$ cat src/rtl/cd_csr_arb_if.sv
// cd_csr_arb_if: two-master CSR arbitration bus bundle (master side drives requests, slave side is the arbiter)
interface cd_csr_arb_if;
  logic       m0_req, m0_lock, m0_read, m0_write, m0_gnt;
  logic [4:0] m0_address;
  logic [7:0] m0_writedata, m0_readdata;
  logic       m1_req, m1_lock, m1_read, m1_write, m1_gnt;
  logic [4:0] m1_address;
  logic [7:0] m1_writedata, m1_readdata;
  logic [4:0] csr_address;
  logic       csr_read, csr_write;
  logic [7:0] csr_writedata, csr_readdata;
  logic       timeout_pulse;
  modport slave (
    input  m0_req, m0_lock, m0_read, m0_write, m0_address, m0_writedata,
    input  m1_req, m1_lock, m1_read, m1_write, m1_address, m1_writedata,
    input  csr_readdata,
    output m0_gnt, m0_readdata, m1_gnt, m1_readdata,
    output csr_address, csr_read, csr_write, csr_writedata, timeout_pulse
  );
  modport master (
    output m0_req, m0_lock, m0_read, m0_write, m0_address, m0_writedata,
    output m1_req, m1_lock, m1_read, m1_write, m1_address, m1_writedata,
    output csr_readdata,
    input  m0_gnt, m0_readdata, m1_gnt, m1_readdata,
    input  csr_address, csr_read, csr_write, csr_writedata, timeout_pulse
  );
endinterface

$ cat src/rtl/cd_csr_arb.sv
// cd_csr_arb: round-robin two-master CSR bus arbiter with lock and idle timeout
module cd_csr_arb #(
  parameter int TIMEOUT = 255
) (
  input logic        clk,
  input logic        reset,
  cd_csr_arb_if.slave bus
);
  typedef enum logic [1:0] {IDLE, OWN0, OWN1} state_t;
  localparam logic [7:0] TO_LAST = 8'(TIMEOUT - 1);
  state_t     state, state_n;
  logic       rr, ex0, ex1, tp, acc, tmo, e0, e1, own0, own1;
  logic [7:0] cnt;
  assign own0 = state == OWN0;
  assign own1 = state == OWN1;
  assign e0   = bus.m0_req & ~ex0;
  assign e1   = bus.m1_req & ~ex1;
  assign acc  = (own0 & (bus.m0_read | bus.m0_write)) | (own1 & (bus.m1_read | bus.m1_write));
  assign tmo  = (TIMEOUT != 0) && (state != IDLE) && !acc && (cnt == TO_LAST);
  always_comb begin
    state_n = state;
    case (state)
      IDLE:    state_n = (e0 && e1) ? (rr ? OWN1 : OWN0) : e0 ? OWN0 : e1 ? OWN1 : IDLE;
      OWN0:    state_n = (!bus.m0_req || tmo) ? (e1 ? OWN1 : IDLE) : (!bus.m0_lock && e1 && acc) ? OWN1 : OWN0;
      OWN1:    state_n = (!bus.m1_req || tmo) ? (e0 ? OWN0 : IDLE) : (!bus.m1_lock && e0 && acc) ? OWN0 : OWN1;
      default: state_n = IDLE;
    endcase
  end
  always_ff @(posedge clk) begin
    if (reset) begin
      state <= IDLE;
      rr    <= 1'b0;
      cnt   <= '0;
      tp    <= 1'b0;
      ex0   <= 1'b0;
      ex1   <= 1'b0;
    end else begin
      state <= state_n;
      rr    <= (own0 && state_n != OWN0) ? 1'b1 : (own1 && state_n != OWN1) ? 1'b0 : rr;
      cnt   <= (acc || state_n != state) ? 8'd0 : (state != IDLE && cnt != 8'hff) ? cnt + 8'd1 : cnt;
      tp    <= tmo;
      ex0   <= (tmo & own0) | (ex0 & bus.m0_req);
      ex1   <= (tmo & own1) | (ex1 & bus.m1_req);
    end
  end
  assign bus.m0_gnt        = own0;
  assign bus.m1_gnt        = own1;
  assign bus.csr_address   = own0 ? bus.m0_address : own1 ? bus.m1_address : '0;
  assign bus.csr_writedata = own0 ? bus.m0_writedata : own1 ? bus.m1_writedata : '0;
  assign bus.csr_read      = own0 ? bus.m0_read : own1 ? bus.m1_read : 1'b0;
  assign bus.csr_write     = own0 ? bus.m0_write : own1 ? bus.m1_write : 1'b0;
  assign bus.m0_readdata   = own0 ? bus.csr_readdata : '0;
  assign bus.m1_readdata   = own1 ? bus.csr_readdata : '0;
  assign bus.timeout_pulse = tp;
endmodule

$ cat src/flat_wrapper.sv
// flat-port wrapper written by rule: the top's interface ports become plain ports
module cd_csr_arb_flat 
#(
  parameter int TIMEOUT = 255
)
  (clk, reset, bus_m0_req, bus_m0_lock, bus_m0_read, bus_m0_write, bus_m0_address, bus_m0_writedata, bus_m1_req, bus_m1_lock, bus_m1_read, bus_m1_write, bus_m1_address, bus_m1_writedata, bus_csr_readdata, bus_m0_gnt, bus_m0_readdata, bus_m1_gnt, bus_m1_readdata, bus_csr_address, bus_csr_read, bus_csr_write, bus_csr_writedata, bus_timeout_pulse);
  cd_csr_arb_if bus_i ();
  input logic clk;
  input logic reset;
  input wire logic [$bits(bus_i.m0_req)-1:0] bus_m0_req;
  input wire logic [$bits(bus_i.m0_lock)-1:0] bus_m0_lock;
  input wire logic [$bits(bus_i.m0_read)-1:0] bus_m0_read;
  input wire logic [$bits(bus_i.m0_write)-1:0] bus_m0_write;
  input wire logic [$bits(bus_i.m0_address)-1:0] bus_m0_address;
  input wire logic [$bits(bus_i.m0_writedata)-1:0] bus_m0_writedata;
  input wire logic [$bits(bus_i.m1_req)-1:0] bus_m1_req;
  input wire logic [$bits(bus_i.m1_lock)-1:0] bus_m1_lock;
  input wire logic [$bits(bus_i.m1_read)-1:0] bus_m1_read;
  input wire logic [$bits(bus_i.m1_write)-1:0] bus_m1_write;
  input wire logic [$bits(bus_i.m1_address)-1:0] bus_m1_address;
  input wire logic [$bits(bus_i.m1_writedata)-1:0] bus_m1_writedata;
  input wire logic [$bits(bus_i.csr_readdata)-1:0] bus_csr_readdata;
  output wire logic [$bits(bus_i.m0_gnt)-1:0] bus_m0_gnt;
  output wire logic [$bits(bus_i.m0_readdata)-1:0] bus_m0_readdata;
  output wire logic [$bits(bus_i.m1_gnt)-1:0] bus_m1_gnt;
  output wire logic [$bits(bus_i.m1_readdata)-1:0] bus_m1_readdata;
  output wire logic [$bits(bus_i.csr_address)-1:0] bus_csr_address;
  output wire logic [$bits(bus_i.csr_read)-1:0] bus_csr_read;
  output wire logic [$bits(bus_i.csr_write)-1:0] bus_csr_write;
  output wire logic [$bits(bus_i.csr_writedata)-1:0] bus_csr_writedata;
  output wire logic [$bits(bus_i.timeout_pulse)-1:0] bus_timeout_pulse;
  assign bus_i.m0_req = bus_m0_req;
  assign bus_i.m0_lock = bus_m0_lock;
  assign bus_i.m0_read = bus_m0_read;
  assign bus_i.m0_write = bus_m0_write;
  assign bus_i.m0_address = bus_m0_address;
  assign bus_i.m0_writedata = bus_m0_writedata;
  assign bus_i.m1_req = bus_m1_req;
  assign bus_i.m1_lock = bus_m1_lock;
  assign bus_i.m1_read = bus_m1_read;
  assign bus_i.m1_write = bus_m1_write;
  assign bus_i.m1_address = bus_m1_address;
  assign bus_i.m1_writedata = bus_m1_writedata;
  assign bus_i.csr_readdata = bus_csr_readdata;
  assign bus_m0_gnt = bus_i.m0_gnt;
  assign bus_m0_readdata = bus_i.m0_readdata;
  assign bus_m1_gnt = bus_i.m1_gnt;
  assign bus_m1_readdata = bus_i.m1_readdata;
  assign bus_csr_address = bus_i.csr_address;
  assign bus_csr_read = bus_i.csr_read;
  assign bus_csr_write = bus_i.csr_write;
  assign bus_csr_writedata = bus_i.csr_writedata;
  assign bus_timeout_pulse = bus_i.timeout_pulse;
  cd_csr_arb #(.TIMEOUT(TIMEOUT)) u_core (.clk(clk), .reset(reset), .bus(bus_i));
endmodule
$ cat config.mk
export PLATFORM = sky130hd
export DESIGN_NAME = cd_csr_arb_flat
export DESIGN_NICKNAME = d
export VERILOG_FILES = /design/src/rtl/cd_csr_arb_if.sv /design/src/rtl/cd_csr_arb.sv /design/src/flat_wrapper.sv
export SDC_FILE = /design/constraint.sdc
export NUM_CORES = 1
export LEC_CHECK = 0
export ABC_AREA = 1
export CAP_MARGIN = 20
export CORE_AREA = 2 2 60 62
export CTS_BUF_LIST = sky130_fd_sc_hd__clkbuf_8 sky130_fd_sc_hd__clkbuf_16
export CTS_CLUSTER_SIZE = 25
export DETAILED_ROUTE_END_ITERATION = 10
export DIE_AREA = 0 0 62 64
export GPL_ROUTABILITY_DRIVEN = 0
export PLACE_DENSITY = 0.85
export SLEW_MARGIN = 20
export SYNTH_ARGS = -nofsm -noshare
export SYNTH_HDL_FRONTEND = slang
export SYNTH_SLANG_ARGS = --single-unit
$ cat constraint.sdc
create_clock -name clk -period 2.1 [get_ports clk]
set_clock_uncertainty 0.2 [all_clocks]
set_input_delay 0.315 -clock clk [delete_from_list [all_inputs] [get_ports clk]]
set_output_delay 0.315 -clock clk [all_outputs]
set_load 0.005 [all_outputs]
Yosys cells after proc, flatten, opt, wreduce, memory -nomap -nowiden:

Index checks and enable logic that the tools add are counted.

* bits in registers: 14
* input port bits: 44
* word-level logic and storage cells: 73

* add/subtract/negate cells: 1
* equality and inequality tests: 7
* muxes and demuxes: 22
* bitwise logic cells: 15
* reductions and logical operators: 22

Operators with widths (number)
* 2-to-1 mux 8 bit: 4
* 2-to-1 mux 2 bit: 8
* logical AND 1 bit: 10
* 2-to-1 mux 5 bit: 2
* adder 8 x 1 -> 8 bit (second input constant): 1
* AND 1 bit: 8
* equality test 8 bit (second input constant): 1
* != test 8 bit (second input constant): 1
* 2-to-1 mux 1 bit: 7
* one-hot mux 2 bit (3 select lines): 1
* logical NOT 1 bit: 5
* OR 1 bit: 5
* nonzero test 2 bit: 2
* logical OR 1 bit: 3
* equality test 2 x 1 -> 1 bit (second input constant): 1
* equality test 2 bit (second input constant): 1
* logical NOT 2 bit: 1
* != test 2 x 1 -> 1 bit (second input constant): 1
* != test 2 bit: 1
* != test 2 bit (second input constant): 1
* NOT 1 bit: 2
* OR reduction 2 bit: 1

Longest topological paths before layout:

Gate-level depths: netlist (run 1).

* word-level depth: 13
* depth in mapped cells: 15
* depth with buffers taken out: 15

Worst setup path after synthesis (run 1):

OpenSTA, ideal clock, no wires.

* path type: register to register
* start point: reg u_core.state[1]
* end point: reg u_core.cnt[0]
* library setup time: 0.064 ns
* arrival time: 1.572 ns
* setup slack: 0.263 ns
* cell stages (with the launch flop): 13
* buffers on the path: 0
* period minus slack after synthesis: 1.837 ns
* cell sequence: dfxtp_1 inv_2 nor2_4 nand2_2 nand2_4 inv_2 nand2_2 nand3_2 nand3_2 nand2_1 a21oi_2 nand3_4 nor2_2

* cells in the longest elaborated chain, start to end: 12
* elaborated cells on any way between the ends: 23

Ends and longest elaborated chain
* from (decl): RTL line cd_csr_arb.sv:11 `state_t state, state_n;`
* from (signal assigned): RTL line cd_csr_arb.sv:38 `state <= state_n;`
* equality test 2 x 1 -> 1 bit or equality test 2 bit (tied branches): RTL line cd_csr_arb.sv:14, cd_csr_arb.sv:22, cd_csr_arb.sv:15
* AND 1 bit: RTL line cd_csr_arb.sv:18 `assign acc = (own0 & (bus.m0_read | bus.m0_write)) | (own1 & (bus.m1_read | bus.m1_write));`
* OR 1 bit: RTL line cd_csr_arb.sv:18
* logical NOT 1 bit: RTL line cd_csr_arb.sv:19 `assign tmo = (TIMEOUT != 0) && (state != IDLE) && !acc && (cnt == TO_LAST);`
* logical AND 1 bit (2 in a row): RTL line cd_csr_arb.sv:19
* logical OR 1 bit (on tied branches): RTL line cd_csr_arb.sv:25, cd_csr_arb.sv:24
* 2-to-1 mux 2 bit (on tied branches): RTL line cd_csr_arb.sv:25, cd_csr_arb.sv:24
* one-hot mux 2 bit (3 select lines): RTL line cd_csr_arb.sv:22 `case (state)`
* != test 2 bit: RTL line cd_csr_arb.sv:40 `cnt <= (acc || state_n != state) ? 8'd0 : (state != IDLE && cnt != 8'hff) ? cnt + 8'd1 : cnt;`
* logical OR 1 bit: RTL line cd_csr_arb.sv:40
* OR reduction 2 bit (no source line)
* to (signal assigned): RTL line cd_csr_arb.sv:40
* to (decl): RTL line cd_csr_arb.sv:13 `logic [7:0] cnt;`

Several ways; a longest one is shown, not always the timed one.
A chain may end at the register's enable or synchronous reset.

Final worst setup path (run 1):

* start point: reg u_core.state[0]
* end point: reg u_core.cnt[7]

Same word-level chain as after synthesis.

==> results of run 1 <==
[cells in the mapped netlist]
cell,n
inv_2,6
o21ai_1,2
nand2_1,29
inv_1,26
dfxtp_1,14
nor2_4,2
nor3_1,2
nor2_2,9
clkbuf_1,4
nand2_2,5
o21ai_0,2
a22o_1,13
nand3_4,1
a21oi_1,5
a311oi_1,1
xor2_1,4
o22ai_1,4
ha_1,2
nand3_2,3
a21oi_2,1
nor2_1,31
nand3_1,6
xnor2_1,1
nand2_4,1
[registers in the layout, summed over array words and instances (netlist names)]
name                      count
u_core.cnt                    8
u_core.ex1                    1
u_core.bus.timeout_pulse      1
u_core.state                  2
u_core.rr                     1
u_core.ex0                    1
[worst max-delay path: stages (launching register included)]
cell and delay, ns:
dfxtp_4 0.36, buf_6 0.13, nor2_4 0.19, buf_6 0.13
nand2_4 0.05, nand2_8 0.09, nand2_4 0.07, nand2_2 0.08
nor2_2 0.04, nor2_2 0.19, nand2_1 0.12, nand2_1 0.11
nand2_1 0.07, inv_2 0.08, nand3_4 0.16, nor2_2 0.14
[how the worst max path moves through the flow]
stage	start	to	slack (ns)	cells after the start
2_1_floorplan	u_core.state[1]	u_core.cnt[0]	0.26	12
6_report	u_core.state[0]	u_core.cnt[7]	-0.19	15
5_1_grt	u_core.cnt[0]	u_core.cnt[7]	-0.26	14
4_1_cts	u_core.state[0]	bus_csr_address[0]	-0.005	7
3_3_place_gp	bus_m1_read	u_core.cnt[0]	-0.03	12
3_5_place_dp	bus_m1_read	u_core.cnt[5]	-0.11	14
[power breakdown]
group          switching (mW)  internal (mW)
Combinational           0.258          0.325
Clock                  0.0940          0.127
Sequential             0.0123          0.275
Total                   0.365          0.728
[what timing repair did]
item                                    in CTS  in global routing
resized for setup                           24                 42
pin swaps                                    2                 19
setup buffers                               14                  4
endpoints found under the setup margin      32                 27
cloned                                       2                  0
[kinds of logic (layout without fill, tap and decap cells)]
| family | count (synthesis) | in the layout | share of synthesized area |
|---|---|---|---|
| adders and majority gates | 2 | 2 | 0.0223 |
| xor gates and xnor gates | 5 | 5 | 0.0391 |
| and+or+nand+nor | 89 | 89 | 0.388 |
| buffers and inverters | 36 | 145 | 0.121 |
| DFF | 14 | 14 | 0.250 |
| AOI/OAI and AO/OA | 28 | 28 | 0.180 |
[through the flow]
stage                     power, mW  TNS [ns]  worst slack (ns)  utilization  cells
after floorplan               0.484         0             0.263            -    174
after global placement        0.738    -0.251           -0.0321        0.622    306
after detailed placement      0.746    -0.755            -0.107        0.622    306
after CTS                      1.02   -0.0101          -0.00544        0.687    325
after global routing           1.14     -2.16            -0.263        0.730    329
final                          1.09     -1.34            -0.193        0.730    329
[per-layer routing]
metal  vias to the layer above  track usage
met3                        31       0.0344
met1                       751        0.223
li1                        767            -
met4                         0        0.104
met5                         -            0
met2                       100        0.378
[cell type report]
cell class / instances / area (sq um) / area share
sequential: 14 / 290 / 0.121
clock buffer: 3 / 41.3 / 0.0172
inverter: 32 / 125 / 0.0522
tap: 46 / 57.6 / 0.0240
multi-input combinational: 124 / 781 / 0.326
timing repair buffer: 110 / 1100 / 0.460
==> impl_metrics.env, run 1 <==
export IMPL_outcome="complete, but fails checks"
export IMPL_violations="negative setup slack"
export IMPL_highest_layer="met4"
export IMPL_area_growth_pct=114
export IMPL_num_antenna_cells=0
export IMPL_wl_met1_mm=1.76
export IMPL_leakage_nw=1.16
export IMPL_gr_usage_all_layers=0.210
export IMPL_drv_cap=0
export IMPL_nNetsFinal=331
export IMPL_dieArea_sq_um=3970
export IMPL_syn_area_sq_um=1120
export IMPL_hold_buffers=0
export IMPL_worstReg2RegEnd="u_core.cnt[7]"
export IMPL_clock_root_buffer="clkbuf_8"
export IMPL_setup_viol=10
export IMPL_ys_types=24
export IMPL_core_area_sq_um=3280
export IMPL_hpwl_mm=2.91
export IMPL_cp_data_arrival_time_ns=2.27
export IMPL_grt_pass1_vias=1597
export IMPL_worstPathMaxFanout=8
export IMPL_fin_crit_ns=2.29
export IMPL_hp_class="reg2reg"
export IMPL_fin_ws_ns=-0.193
export IMPL_syn_num_nets=220
export IMPL_grt_pass1_wl_mm=6.43
export IMPL_min_path_cells=2
export IMPL_antenna_found_initial=0
export IMPL_vdd_drop_max_mv=0.419
export IMPL_portBuffers=77
export IMPL_whs_ns=0.281
export IMPL_p_per_area_nw_per_um2=456
export IMPL_syn_area_per_cell_sq_um=6.44
export IMPL_ys_seq_area_frac=0.250
export IMPL_cts_clk_slew_worst_paths_ns=0.06
export IMPL_first_iter_violations=63
export IMPL_floorplan_initialDensity=0.341
export IMPL_drive_gt1_frac=0.290
export IMPL_max_clock_path_buffers=2
export IMPL_fillers=224
export IMPL_insertion_delay_ns=0.25
export IMPL_layout_commonest_cell="clkdlybuf4s50_1"
export IMPL_avgRoutedWirePerCell_microns=15.5
export IMPL_drt_antenna_violating_nets=0
export IMPL_numCtsBuffers=3
export IMPL_synthTopCellsByArea="dfxtp_1 25%, nor2_1 10%, a22o_1 10%"
export IMPL_fmax_ghz=0.436
export IMPL_synth_top_area_share=0.250
export IMPL_crit_path_end_kind="flop"
export IMPL_cts_tree="yes"
export IMPL_mostFrequentLayoutCells="56 x clkdlybuf4s50_1, 27 x nand2_1, 26 x nor2_1, 25 x inv_1, 22 x buf_4"
export IMPL_critPathKind="reg2reg"
export IMPL_first_pass_iters=4
export IMPL_critical_path_required_ns=2.08
export IMPL_viasPerCell=5.01
export IMPL_start_kind="flop"
export IMPL_synth_top_cell_by_area="dfxtp_1"
export IMPL_route_met3_wl_microns=430
export IMPL_syn_inst=174
export IMPL_finalInstanceArea_sq_um=2400
export IMPL_fin_crit_sh=1.09
export IMPL_ys_ff_latch=14
export IMPL_htree_levels=1
export IMPL_die_x_microns=62
export IMPL_io_pins=78
export IMPL_die_h_microns=64
export IMPL_r2r_start="u_core.state[0]"
export IMPL_routed_wl_mm=5.11
export IMPL_rows=21
export IMPL_grt_max_degree=12
export IMPL_overflow=0
export IMPL_vias=1649
export IMPL_worst_pin_slew_ns=0.388
export IMPL_placed_cell_area_sq_um=2040
export IMPL_rsz0062_at_grt="yes"
export IMPL_rrSetupSlack_ns=-0.19
export IMPL_drc_errors=0
export IMPL_ys_warnings_count=0
export IMPL_r2r_cells=15
export IMPL_final_hold_viol_count=0
export IMPL_hp_start="u_core.ex0"
export IMPL_dr_wl_met2_mm=2.59
export IMPL_clkSinkCount=14
export IMPL_hold_end="u_core.ex0"
export IMPL_drv_slew=0
export IMPL_slew_headroom=0.739
(Power assumes the default switching activity.)
==> run 2: changes to the inputs <==
PLACE_DENSITY = 0.8   (was 0.85)
==> run 2 against run 1 <==
Effect of this change: the run now ends clean; non-clock buffer count fell by 8; die area is the same; cell area down 5.4%; hold slack better by 0.016 ns; via count is 11% lower; clock power grew 16%; worst setup slack better by 0.21 ns; first-iteration DRC count down 22%; utilization fell by 4.0 points.
==> impl_metrics.env, run 2 (synthesis results as in run 1) <==
export IMPL_io_pins=78
export IMPL_start_kind="flop"
export IMPL_avgRoutedWirePerCell_microns=11.5
export IMPL_dpl_cell_count=308
export IMPL_die_x_microns=62
export IMPL_cts_tree="yes"
export IMPL_insertion_delay_ns=0.24
export IMPL_grt_pass1_vias=1303
export IMPL_rsz0062_at_grt="yes"
export IMPL_critPathKind="reg2reg"
export IMPL_vias=1465
export IMPL_first_iter_violations=49
export IMPL_largest_reg_flops=8
export IMPL_worstPathMaxFanout=8
export IMPL_drc_errors=0
export IMPL_floorplan_initialDensity=0.341
export IMPL_die_h_microns=64
export IMPL_core_area_sq_um=3280
export IMPL_largest_register="u_core.cnt"
export IMPL_worst_pin_slew_ns=0.296
export IMPL_hpwl_mm=2.82
export IMPL_viasPerCell=4.55
export IMPL_vdd_drop_max_mv=0.385
export IMPL_clock_root_buffer="clkbuf_8"
export IMPL_grt_max_degree=15
export IMPL_hp_class="reg2reg"
export IMPL_cts_clk_slew_worst_paths_ns=0.06
export IMPL_grt_pass1_wl_mm=5.46
export IMPL_final_util=0.690
export IMPL_final_hold_viol_count=0
export IMPL_p_per_area_nw_per_um2=453
export IMPL_setup_viol=0
export IMPL_numCtsBuffers=3
export IMPL_rows=21
export IMPL_overflow=0
export IMPL_fin_crit_sh=0.994
export IMPL_mostFrequentLayoutCells="61 x clkdlybuf4s50_1, 27 x nor2_1, 27 x nand2_1, 24 x inv_1, 21 x buf_4"
export IMPL_largestRegisters="u_core.cnt x8, u_core.state x2"
export IMPL_drive_gt1_frac=0.264
export IMPL_slowest_stage="dfxtp_4"
export IMPL_antenna_found_initial=0
export IMPL_slew_headroom=0.801
export IMPL_nNetsFinal=323
export IMPL_clkSinkCount=14
export IMPL_drv_cap=0
export IMPL_num_antenna_cells=0
export IMPL_area_growth_pct=102
export IMPL_drt_antenna_violating_nets=0
export IMPL_fin_crit_ns=2.09
export IMPL_crit_path_end_kind="flop"
export IMPL_htree_levels=1
export IMPL_critical_path_required_ns=2.08
export IMPL_cpPeakStageDelay_ns=0.37
export IMPL_final_cells=322
export IMPL_dieArea_sq_um=3970
export IMPL_routed_wl_mm=3.70
export IMPL_worstPathCellList="buf_4 -> nor2_1 -> inv_2 -> nand3_2 -> o21ai_2 -> nor2_1 -> nor2_2 -> buf_4 -> nand3_1 -> nand2_1 -> inv_2 -> nand3_4 -> nor2_2"
export IMPL_cp_data_arrival_time_ns=2.07
export IMPL_fmax_ghz=0.479
export IMPL_first_pass_iters=4
export IMPL_portBuffers=77
export IMPL_layout_commonest_cell="clkdlybuf4s50_1"
export IMPL_drv_slew=0
export IMPL_tns_ns=0
export IMPL_gr_usage_all_layers=0.176
export IMPL_max_clock_path_buffers=2
export IMPL_leakage_nw=1.04
export IMPL_outcome="completed"
[run 2: changes by cell type in the layout (fill, tap and decap cells not counted), sizes merged]
| cell | previous run | this run |
|---|---|---|
| clkdlybuf4s15 | 6 | 0 |
| dlymetal6s2s | 7 | 3 |
| buf | 33 | 25 |
| clkdlybuf4s50 | 56 | 61 |
| clkbuf | 5 | 4 |
| dlygate4sd2 | 6 | 13 |
[run 2: per-stage QoR]
step | power [mW] | hold WS [ns] | instance area, sq um | setup WS (ns)
global route | 1.10 | 0.318 | 2270 | -0.0648
floorplan | 0.484 | 0.184 | 1120 | 0.263
CTS | 1.00 | 0.292 | 2140 | 0.00998
global placement | 0.747 | 0.262 | 2070 | -0.0567
detailed placement | 0.752 | 0.284 | 2070 | -0.127
finish | 1.03 | 0.297 | 2270 | 0.0124
[run 2: area by class of cell]
| cell class | count | area [sq um] |
|---|---|---|
| multi-input cells | 124 | 759 |
| flip-flops and latches | 14 | 290 |
| repair buffers | 102 | 982 |
| inverters | 32 | 123 |
| well taps | 46 | 57.6 |
| clock buffers | 4 | 55.1 |
| fillers | 270 | 1020 |
[run 2: path summary, 6_finish.rpt]
path | startpoint | to | slack (ns) | cells past startpoint
min reg2reg | u_core.ex0 | u_core.ex0 | 0.30 | 2
max | u_core.state[1] | u_core.cnt[6] | 0.01 | 13
min | u_core.ex0 | u_core.ex0 | 0.30 | 2
max reg2reg | u_core.state[1] | u_core.cnt[6] | 0.01 | 13
[run 2: what timing repair did]
action,4_1_cts,5_1_grt
hold buffers,0,0
pin swaps,3,14
resized for setup,18,23
endpoints found under the setup margin,35,24
buffers inserted,2,8
[run 2: power breakdown]
part	leakage, nW	internal, mW	switching (mW)
Clock	0.0288	0.166	0.0903
Combinational	0.891	0.275	0.208
Sequential	0.116	0.275	0.0126
Total	1.04	0.717	0.311
[run 2: critical path: cells and delay by family, from the launching register on]
family | cells | cell delay [ns]
AO/OA/AOI/OAI | 1 | 0.08
buffers and inverters | 4 | 0.45
AND/OR/NAND/NOR | 8 | 0.94
flip-flops | 1 | 0.37
[run 2: metal layers]
layer | global-route usage | wire length (microns) | vias up | share of wire
li1 | - | - | 752 | -
met1 | 0.210 | 1480 | 654 | 0.40
met2 | 0.299 | 1870 | 57 | 0.51
met3 | 0.0506 | 325 | 2 | 0.088
met4 | 0.0452 | 19 | 0 | 0.0051
met5 | 0 | 0 | - | 0
==> RTL change, RTL diff (settings of run 1) <==
Encoding of `state_t`: now one-hot (3 bits for 3 states).
--- a/src/rtl/cd_csr_arb.sv
+++ b/src/rtl/cd_csr_arb.sv
@@ -7,5 +7,5 @@
   cd_csr_arb_if.slave bus
 );
-  typedef enum logic [1:0] {IDLE, OWN0, OWN1} state_t;
+  typedef enum logic [2:0] {IDLE = 3'b001, OWN0 = 3'b010, OWN1 = 3'b100} state_t;
   localparam logic [7:0] TO_LAST = 8'(TIMEOUT - 1);
   state_t     state, state_n;
Function: same outputs for any inputs over 10 cycles, from zero or initial values and one cycle with reset high; not proved beyond that.
==> RTL change against run 1 <==
Core utilization up 0.61 points. Routed wire length up 2.3%. Sequential power up 36%. Cell area up 0.84%. Power up 40%. Setup slack better by 190 ps. Synthesized area up 8.4%. Via count up 3.4%. Sequential cell count up 1.
==> RTL change: results (changes against run 1) <==
stage,metric,value,unit,change
worst_setup_path,CP arrival,2090,ps,was 2270 ps
grt,global-route wire length before repair,6320,um,was 6430 um
logic_synthesis,sequential-to-total area share from yosys stat,24.7,%,was 25.0%
run_status,status,completed,,"was finished, violations left"
cells_and_area,layout cells sized above 1,26.3,%,was 29.0%
cts,Clock Latency Late Sink,240,ps,
logic_synthesis,ranking of synthesized cells by area,"dfxtp_1 (25%), nor2_1 (10%), inv_1 (9.6%), a22o_1 (9.4%), nand2_1 (6.8%)",,"was dfxtp_1 (25%), nor2_1 (10%), a22o_1 (10%), nand2_1 (9.7%), inv_1 (8.7%)"
logic_synthesis,most frequent cells after synthesis,"nor2_1 (33), inv_1 (31), nand2_1 (22), nand3_1 (16), dfxtp_1 (15)",,"was nor2_1 (31), nand2_1 (29), inv_1 (26), dfxtp_1 (14), a22o_1 (13)"
cells_and_area,Finished Layout Cells,339,,was 329
place,placed insts,318,,was 306
logic_synthesis,top_reg_cell synth,dfxtp_1,,unchanged
power,Peak supply drop,0.522,mV,was 0.419 mV
logic_synthesis,Mapped Cells,189,,was 174
cells_and_area,Fillers,217,,was 224
place,"worst slack, placed",-156,ps,was -107 ps
routing,routed wire length,5230,um,was 5110 um
routing,first-pass detailed-route iteration total,4,,unchanged
worst_hold_path,HP Class,reg -> reg,,unchanged
grt,GR Util All Layers,20.7,%,was 21.0%
logic_synthesis,Syn Nets,235,,was 220
logic_synthesis,count of cell types in the netlist,28,,was 24
place,DP HPWL,3080,um,was 2910 um
grt,vias in the first global route,1510,,was 1597
cts,clock slew at reported path FFs,60,ps,about the same
cts,Clock Tree Buf Depth,2,,unchanged
sta,Worst-Margin Slew,245,ps,was 388 ps
routing,total number of vias,1705,,was 1649
power,static leakage,1.41,nW,was 1.16 nW
cells_and_area,largest registers,"u_core.cnt: 8 flops, u_core.state: 3 flops",,"was u_core.cnt: 8 flops, u_core.state: 2 flops"
grt,largest net degree at the start of global routing,13,,was 12
worst_setup_path,CP Max Fanout,8,,unchanged
routing,Initial DRC Count,80,,was 63
==> RTL change: cell count changes after synthesis, moves of 2 or more <==
cell            run 1  this run
nand2_1            29        22
inv_1              26        31
o22ai_1             4         2
nor2_2              9        13
nor2_1             31        33
o21ai_0             2         4
nand4_1             0         3
a21oi_1             5         2
nand3_1             6        16
nor2_4              2         0
==> RTL change: cells by family after synthesis <==
logic type | after synthesis | synth area share [%]
buffers and inverters | 43 | 13.9
and+or+nand+nor | 98 | 39.6
xor gates and xnor gates | 6 | 4.33
DFF | 15 | 24.7
adders and majority gates | 2 | 2.06
AOI/OAI and AO/OA | 25 | 15.4
==> RTL change: layout make-up <==
| class | count | area share, % |
|---|---|---|
| flip-flops and latches | 15 | 13.0 |
| repair buffers | 105 | 43.1 |
| multi-input cells | 131 | 33.1 |
| clock buffers | 3 | 1.71 |
| well taps | 46 | 2.38 |
| inverters | 38 | 6.52 |
| clock inverters | 1 | 0.207 |
==> RTL change: report_power, final <==
group	switching (mW)	total (mW)	leakage (nW)	internal, mW
clock	0.0964	0.228	0.0255	0.131
combinational	0.475	0.909	1.26	0.434
sequential	0.0620	0.393	0.124	0.331
==> RTL change: timing repair <==
action | CTS | global route
pin swaps | 0 | 5
gates resized for setup | 35 | 38
cloned | 0 | 0
setup endpoints to repair | 33 | 23
buffers inserted | 10 | 7
==> RTL change: final timing paths <==
| path | start | endpoint | slack, ps | depth (start not counted) |
|---|---|---|---|---|
| worst max-delay path | bus_m1_req | u_core.cnt[7] | 0.3 | 11 |
| worst min-delay path | u_core.rr | u_core.rr | 320 | 2 |
| worst max register to register | u_core.cnt[0] | u_core.cnt[7] | 30 | 12 |
| worst min register to register | u_core.rr | u_core.rr | 320 | 2 |
==> RTL change: critical path, stage by stage <==
cell             delay (ps)
clkdlybuf4s50_1         470
inv_1                    70
nor2_1                  190
inv_1                   140
nand3_1                 100
nand2_1                  50
inv_1                    90
nand3_1                 140
a21oi_2                 210
nand3_4                 170
nor2_2                  130
==> RTL change: per-layer routing <==
layer  part of all wire, %  vias up  track usage (%)
met5                     0        -                0
met4                   3.9        0             7.18
met3                   9.6       24             3.64
met2                    51       97             38.4
met1                    35      770             22.1
li1                      -      814                -
==> RTL change: per-stage QoR <==
| step | TNS [ps] | hold slack, ps | instance area (sq um) | total power, mW |
|---|---|---|---|---|
| 5_1_grt | -1010 | 337 | 2420 | 1.63 |
| 3_5_place_dp | -1200 | 281 | 2100 | 1.10 |
| 2_1_floorplan | 0 | 184 | 1210 | 0.787 |
| 4_1_cts | -373 | 295 | 2260 | 1.41 |
| 3_3_place_gp | -1130 | 281 | 2100 | 1.08 |
| 6_report | 0 | 315 | 2420 | 1.53 |
